`src/rtl/mem_port_arbiter.sv`:
```
// mem_port_arbiter: shares one memory port between a fetch requester (i_*)
// and a data requester (d_*). Ties alternate, starting with the data side.
// A busy access with no mem_ack is aborted with a fault after TIMEOUT cycles.
// Ports:
//   clk, rst_b                      clock, async active-low reset
//   i_req/i_addr                    fetch request and word address
//   i_ready/i_rdata/i_excpt         fetch completion pulse, data and fault
//   d_req/d_addr/d_wdata/d_we       data request, address, store data, byte mask
//   d_ready/d_rdata/d_excpt         data completion pulse, data and fault
//   mem_req/mem_addr/mem_wdata/mem_we  shared memory port request
//   mem_ack/mem_rdata/mem_excpt     shared memory port response
//   busy                            arbiter is not idle
module mem_port_arbiter #(
   parameter int unsigned TIMEOUT = 16
) (
   input  logic        clk,
   input  logic        rst_b,
   input  logic        i_req,
   input  logic [29:0] i_addr,
   output logic        i_ready,
   output logic [31:0] i_rdata,
   output logic        i_excpt,
   input  logic        d_req,
   input  logic [29:0] d_addr,
   input  logic [31:0] d_wdata,
   input  logic [3:0]  d_we,
   output logic        d_ready,
   output logic [31:0] d_rdata,
   output logic        d_excpt,
   output logic        mem_req,
   output logic [29:0] mem_addr,
   output logic [31:0] mem_wdata,
   output logic [3:0]  mem_we,
   input  logic        mem_ack,
   input  logic [31:0] mem_rdata,
   input  logic        mem_excpt,
   output logic        busy
);

   localparam int unsigned ADDR_W = 30;
   localparam int unsigned DATA_W = 32;
   localparam int unsigned WE_W   = 4;
   localparam int unsigned CNT_W  = 8;

   typedef enum logic [1:0] {
      IDLE   = 2'd0,
      I_BUSY = 2'd1,
      D_BUSY = 2'd2,
      RESP   = 2'd3
   } state_t;

   state_t              state_q, state_d;
   logic                last_q, last_d;       // 1: most recent grant went to D
   logic [CNT_W-1:0]    cnt_q, cnt_d;
   logic [ADDR_W-1:0]   addr_q, addr_d;
   logic [DATA_W-1:0]   wdata_q, wdata_d;
   logic [WE_W-1:0]     we_q, we_d;
   logic [DATA_W-1:0]   rdata_q, rdata_d;
   logic                excpt_q, excpt_d;
   logic                mem_req_q, mem_req_d;
   logic                busy_q, busy_d;
   logic                i_ready_q, i_ready_d;
   logic                d_ready_q, d_ready_d;

   // Next-state, latched request and captured response.
   always_comb begin
      state_d = state_q;
      last_d  = last_q;
      cnt_d   = cnt_q;
      addr_d  = addr_q;
      wdata_d = wdata_q;
      we_d    = we_q;
      rdata_d = rdata_q;
      excpt_d = excpt_q;

      unique case (state_q)
         IDLE: begin
            // On a tie the side that did not win last time is granted.
            if (i_req && (!d_req || last_q)) begin
               addr_d  = i_addr;
               we_d    = '0;
               last_d  = 1'b0;
               state_d = I_BUSY;
            end else if (d_req) begin
               addr_d  = d_addr;
               wdata_d = d_wdata;
               we_d    = d_we;
               last_d  = 1'b1;
               state_d = D_BUSY;
            end
         end
         I_BUSY, D_BUSY: begin
            // An ack on the final timeout cycle still wins over the abort.
            if (mem_ack) begin
               rdata_d = mem_rdata;
               excpt_d = mem_excpt;
               cnt_d   = '0;
               state_d = RESP;
            end else if (cnt_q == CNT_W'(TIMEOUT - 1)) begin
               rdata_d = '0;
               excpt_d = 1'b1;
               cnt_d   = '0;
               state_d = RESP;
            end else begin
               cnt_d = CNT_W'(cnt_q + 1'b1);
            end
         end
         RESP: begin
            state_d = IDLE;
         end
         default: begin
            state_d = IDLE;
         end
      endcase

      // Outputs are decoded from the next state so they leave a flop.
      mem_req_d = (state_d == I_BUSY) || (state_d == D_BUSY);
      busy_d    = (state_d != IDLE);
      i_ready_d = (state_d == RESP) && !last_d;
      d_ready_d = (state_d == RESP) && last_d;
   end

   // State and datapath registers.
   always_ff @(posedge clk or negedge rst_b) begin
      if (!rst_b) begin
         state_q   <= IDLE;
         last_q    <= 1'b0;
         cnt_q     <= '0;
         addr_q    <= '0;
         wdata_q   <= '0;
         we_q      <= '0;
         rdata_q   <= '0;
         excpt_q   <= 1'b0;
         mem_req_q <= 1'b0;
         busy_q    <= 1'b0;
         i_ready_q <= 1'b0;
         d_ready_q <= 1'b0;
      end else begin
         state_q   <= state_d;
         last_q    <= last_d;
         cnt_q     <= cnt_d;
         addr_q    <= addr_d;
         wdata_q   <= wdata_d;
         we_q      <= we_d;
         rdata_q   <= rdata_d;
         excpt_q   <= excpt_d;
         mem_req_q <= mem_req_d;
         busy_q    <= busy_d;
         i_ready_q <= i_ready_d;
         d_ready_q <= d_ready_d;
      end
   end

   assign mem_req   = mem_req_q;
   assign mem_addr  = addr_q;
   assign mem_wdata = wdata_q;
   assign mem_we    = we_q;
   assign busy      = busy_q;
   assign i_ready   = i_ready_q;
   assign d_ready   = d_ready_q;

   // One captured response register feeds both sides, gated by ready.
   assign i_rdata = i_ready_q ? rdata_q : '0;
   assign d_rdata = d_ready_q ? rdata_q : '0;
   assign i_excpt = i_ready_q & excpt_q;
   assign d_excpt = d_ready_q & excpt_q;

endmodule

```
`config.mk`:
```
export PLATFORM = sky130hd
export DESIGN_NAME = mem_port_arbiter
export DESIGN_NICKNAME = d
export VERILOG_FILES = /design/src/rtl/mem_port_arbiter.sv
export SDC_FILE = /design/constraint.sdc
export NUM_CORES = 1
export LEC_CHECK = 0
export CORE_AREA = 2 2 146 148
export DETAILED_ROUTE_END_ITERATION = 16
export DIE_AREA = 0 0 148 150
export SYNTH_ARGS = -nofsm -noshare
export SYNTH_HDL_FRONTEND = slang
export SYNTH_SLANG_ARGS = --single-unit
```
`constraint.sdc`:
```
create_clock -name clk -period 1.9 [get_ports clk]
set_input_delay 0.475 -clock clk [delete_from_list [all_inputs] [get_ports clk]]
set_output_delay 0.475 -clock clk [all_outputs]
set_load 0.02 [all_outputs]
```
After elaboration in Yosys (flattened, before gate mapping)
Cells that the tools add are included.
{ "word_totals": {"reg_bits": 114, "inputBits": 134, "out_inout_bits": 136} }
{ "op_classes": {"n_addsub": 1, "eq_ne": 7, "n_mux": 20, "bitwise": 3, "n_reduce_logical": 15} }
{ "ops": {"columns": ["operator", "n"], "rows": [
  ["32-bit 2-to-1 mux", 4],
  ["30-bit 2-to-1 mux", 2],
  ["8-bit 2-to-1 mux", 2],
  ["8-bit by 1-bit adder with 8-bit output (second input constant)", 1],
  ["2-bit == test (second input constant)", 4],
  ["8-bit by 4-bit == test with 1-bit output (second input constant)", 1],
  ["2-bit 2-to-1 mux", 4],
  ["4-bit 2-to-1 mux", 2],
  ["2-bit one-hot mux with 3 select lines", 1],
  ["2-bit nonzero test", 3],
  ["1-bit 2-to-1 mux", 5],
  ["2-bit by 1-bit == test with 1-bit output (second input constant)", 2],
  ["2-bit AND reduction", 2],
  ["1-bit logical AND", 3],
  ["3-bit AND reduction", 1],
  ["1-bit bitwise AND", 2],
  ["1-bit zero test", 2],
  ["2-bit zero test", 1],
  ["1-bit logical OR", 2],
  ["2-bit OR reduction", 1],
  ["1-bit NOT", 1]
]} }

Longest topological paths before layout
{ "depth": {"ltp_word": 7, "mapped_depth": 9, "mapped_depth_nobuf": 8} }

Worst setup path before layout
OpenSTA, ideal clock, no wires.
{ "synth_timing": {"kind": "reg2reg", "from": "register cnt_q[0]", "to": "register d_ready_q, in the netlist d_ready", "setup_ns": 0.119, "arrival_ns": 1.709, "t_required_ns": 1.781, "slack_ns": 0.072, "stages_incl_launch_ff": 8, "path_buffers": 0, "synth_period_minus_slack_ns": 1.828, "path_cell_list": "dfrtp_1 ha_1 nor2b_1 a31oi_2 nand2b_1 o21a_1 ha_1 and2_1"} }
{ "synth_between": {"elab_chain_len": 6} }
{ "synth_lines": {"columns": ["item", "line", "source"], "rows": [
  ["from (decl)", "54", "logic [CNT_W-1:0] cnt_q, cnt_d;"],
  ["from (signal assigned)", "141", "cnt_q <= cnt_d;"],
  ["8-bit by 4-bit == test with 1-bit output", "99", "end else if (cnt_q == CNT_W'(TIMEOUT - 1)) begin"],
  ["2-bit 2-to-1 mux", "99", null],
  ["2-bit 2-to-1 mux", "94", "if (mem_ack) begin"],
  ["2-bit one-hot mux with 3 select lines", "76", "unique case (state_q)"],
  ["2-bit == test", "120", "d_ready_d = (state_d == RESP) && last_d;"],
  ["1-bit logical AND", "120", null],
  ["net d_ready_d", "63", "logic d_ready_q, d_ready_d;"],
  ["to (signal assigned)", "150", "d_ready_q <= d_ready_d;"],
  ["to (decl)", "63", null]
]} }
The timed path passes the listed nets, and every way through them passes these cells.
A chain may end at the register's enable or synchronous reset.

Final worst setup path
{ "layout_timing": {"from": "register wdata_q[13], in the netlist mem_wdata[13]", "to": "output port mem_wdata[13]"} }
{ "layout_lines": {"columns": ["item", "line", "source"], "rows": [
  ["from (decl)", "56", "logic [DATA_W-1:0] wdata_q, wdata_d;"],
  ["from (signal assigned)", "143", "wdata_q <= wdata_d;"],
  ["to (decl)", "32", "output logic [31:0] mem_wdata,"]
]} }
No word-level cell between the ends.

==> results.txt <==
Outcome - completed
Largest area contributor in the synthesized netlist - dfrtp_1
Final setup viols - 0
Area of the mapped netlist - 5091 sq um
Fill cells - 2,062
Biggest cell delay along the critical path - 0.63 ns
Post-synthesis sequential area ratio - 56.03%
CP Capture Type - output port
Reg clk slew, reported paths - 0.05 ns
IO buf count - 269
Worst-margin pin slew - 0.3130 ns
Clk sinks - 114
Mapped Nets - 576
Largest net degree at the start of global routing - 56
Slew margin rel. - 78.87%
Arr. time, crit path - 1.38 ns
Core area - 20,690 sq um
Worst hold path type - primary input to async pin
Crit Path Max Fanout - 2
CTS Root Cell - clkbuf_16
VDD IR-drop max - 743.1 uV
Peak Freq - 538.9 MHz
TNS Setup - 0 ns
Tot Pwr - 13.90 mW
Startpoint class of the critical path - flip-flop
# rows - 53
Max-Cap Viols - 0
Most instantiated library cell after synthesis - dfrtp_1
DR WL/cell - 14.64 microns
Vias - 4,346
DP HPWL - 10,760 microns
Synth area leaders - dfrtp_1 (56%), and2_1 (8.5%), a22o_1 (6.2%)
Crit-path cells - clkdlybuf4s50_1
Post-synth EDFFs - 0
Initial antenna violation count - 0
Critical path data required time - 1.42 ns
Final nets - 863
Cts bufs inserted - 17
Antenna diodes - 0
Initial DRC count - 111
Crit Path Class - flip-flop to output port
Final non-filler cell total - 1,014
Critical Path Start - mem_wdata[13]
Syn Area/Cell - 11.60 sq um
Yosys reg bits - 114
Unrepaired setup endpoints after global routing - no
CTS tree - done
Initial Util - 24.61%
WP buf/inv - 1
Netlist cell types - 37
Htree depth - 4
Layout cells sized above 1 - 18.40%
Worst skew pair latency - 0.41 ns
Number of post-CTS setup repair buffers - 0
Area grow syn2layout - 71.27%
FF+latch area - 2853 sq um
Period minus WS final - 1.856 ns
Post-Place Cells - 981
Fraction of the cycle the final worst path needs - 97.67%
DRC Markers - 0
Die Footprint - 22,200 sq um
Launching point of the worst reg2reg path - cnt_q[0]
Vias in the first global route - 4,384
WL final - 14,850 microns
P_leak - 4.236 nW
Clock skew after layout - 0.01363 ns
Cells after Synth - 439
Critical-path top delay cell - clkdlybuf4s50_1
Synth cell count leaders - dfrtp_1 (114), and2_1 (69), a22o_1 (36), nand2_1 (36), o21ai_0 (34)
Critical path's top delay family - buffers and inverters
Final setup margin - 0.04424 ns
Most used flip-flop cell after synthesis - dfrtp_1
Post-synth top area share - 56.03%
Gr ovfl total - 0
Placer congestion estimate - 0.7662
Max Root-Sink Buffers - 2
Global-route wire length before repair - 23,340 microns
Post-route ant nets - 0
DR pass1 iterations - 5
Via-to-Cell Ratio - 4.286
YS warnings - 0
Multi-input gate area - 2095 sq um
Die W - 148 microns
Die Y - 150 microns
DP Worst Slack - -0.2362 ns
# IOs - 270
Overall routing resource usage - 13.43%
Fin. Hold Viols - 0
Max Slew Vio Count - 0
Hold_ws - 0.4614 ns
Cell Pwr Density - 1594 nW/um^2
Post-synthesis async set-or-reset flop share - 100.0%
[where the power goes]
part           switching [mW]  internal (mW)  leakage, nW  total (mW)
clock network            1.11           2.22        0.302        3.34
logic                    3.15           3.10         2.53        6.26
registers               0.687           3.62         1.40        4.30
total                    4.95           8.94         4.24        13.9
[flip-flops by register name, indices dropped and copies added (netlist names)]
register	flops
mem_wdata	32
state_q	2
d_ready	1
rdata_q	32
mem_we	4
cnt_q	8
last_q	1
busy	1
mem_addr	30
i_ready	1
excpt_q	1
mem_req	1
[cells by family after synthesis]
family	Yosys count	share of synthesized area [%]
buffers and inverters	38	3.293
adders and majority gates	3	0.7374
muxes	64	13.42
AOI/OAI and AO/OA	94	12.93
DFF	114	56.03
and+or+nand+nor	126	13.59
[routing by layer]
metal  up-vias  part of all wire [%]  global-route usage (%)
met5         -                     0                       0
met4         0                   1.3                   4.714
met3        19                   7.2                   4.939
met2       152                    50                   22.57
met1      2065                    41                   15.82
li1       2110                     -                       -
[per-stage QoR]
step | util, % | instance area, sq um
CTS | 43.49 | 8997
detailed placement | 40.26 | 8330
floorplan | - | 5091
global route | 42.14 | 8720
global placement | 40.26 | 8330
finish | 42.14 | 8720
[layout by cell type (no fill, tap or decap), types with 3 or more instances in the layout]
cell / Yosys / routed
clkbuf_2: 0 / 22
buf_12: 0 / 9
mux2i_1: 30 / 30
clkbuf_16: 0 / 17
clkdlybuf4s50_1: 0 / 176
mux2_1: 26 / 26
o21ai_0: 34 / 33
and2_1: 69 / 69
bufinv_16: 0 / 4
buf_4: 4 / 19
a21oi_1: 5 / 5
nand2_1: 36 / 36
a22o_1: 36 / 36
clkdlybuf4s15_2: 0 / 7
nand2b_1: 5 / 5
clkinv_2: 0 / 4
mux2_2: 8 / 8
nand3_1: 4 / 4
ha_1: 3 / 3
dfrtp_1: 114 / 114
clkbuf_1: 17 / 4
o22ai_1: 3 / 3
buf_2: 8 / 37
dlygate4sd2_1: 0 / 3
dlymetal6s2s_1: 0 / 23
inv_1: 8 / 8
[path summary, 6_finish.rpt]
check                                      to  slack, ns  cells past startpoint
worst min-delay path              rdata_q[24]       0.46                      2
min in group clk                 mem_addr[21]       0.47                      2
worst min register to register   mem_addr[21]       0.47                      2
worst max-delay path            mem_wdata[13]       0.04                      1
max in group asynchronous        mem_addr[24]       0.89                      3
worst max register to register       cnt_q[5]       0.21                      6
[area by class of cell]
class                   count  share of cell area, %
clock inverters            10                  1.808
clock buffers              22                  5.209
repair buffers            297                  31.91
inverters                   9                 0.3874
well taps                 275                  3.946
flip-flops and latches    114                  32.72
multi-input cells         287                  24.02
[timing repair]
item,in CTS,in global routing
setup endpoints to repair,69,85
endpoints found under the hold margin,9,0
resized for setup,180,82
hold buffers,1,0
Power figures use the tool's default switching activity.
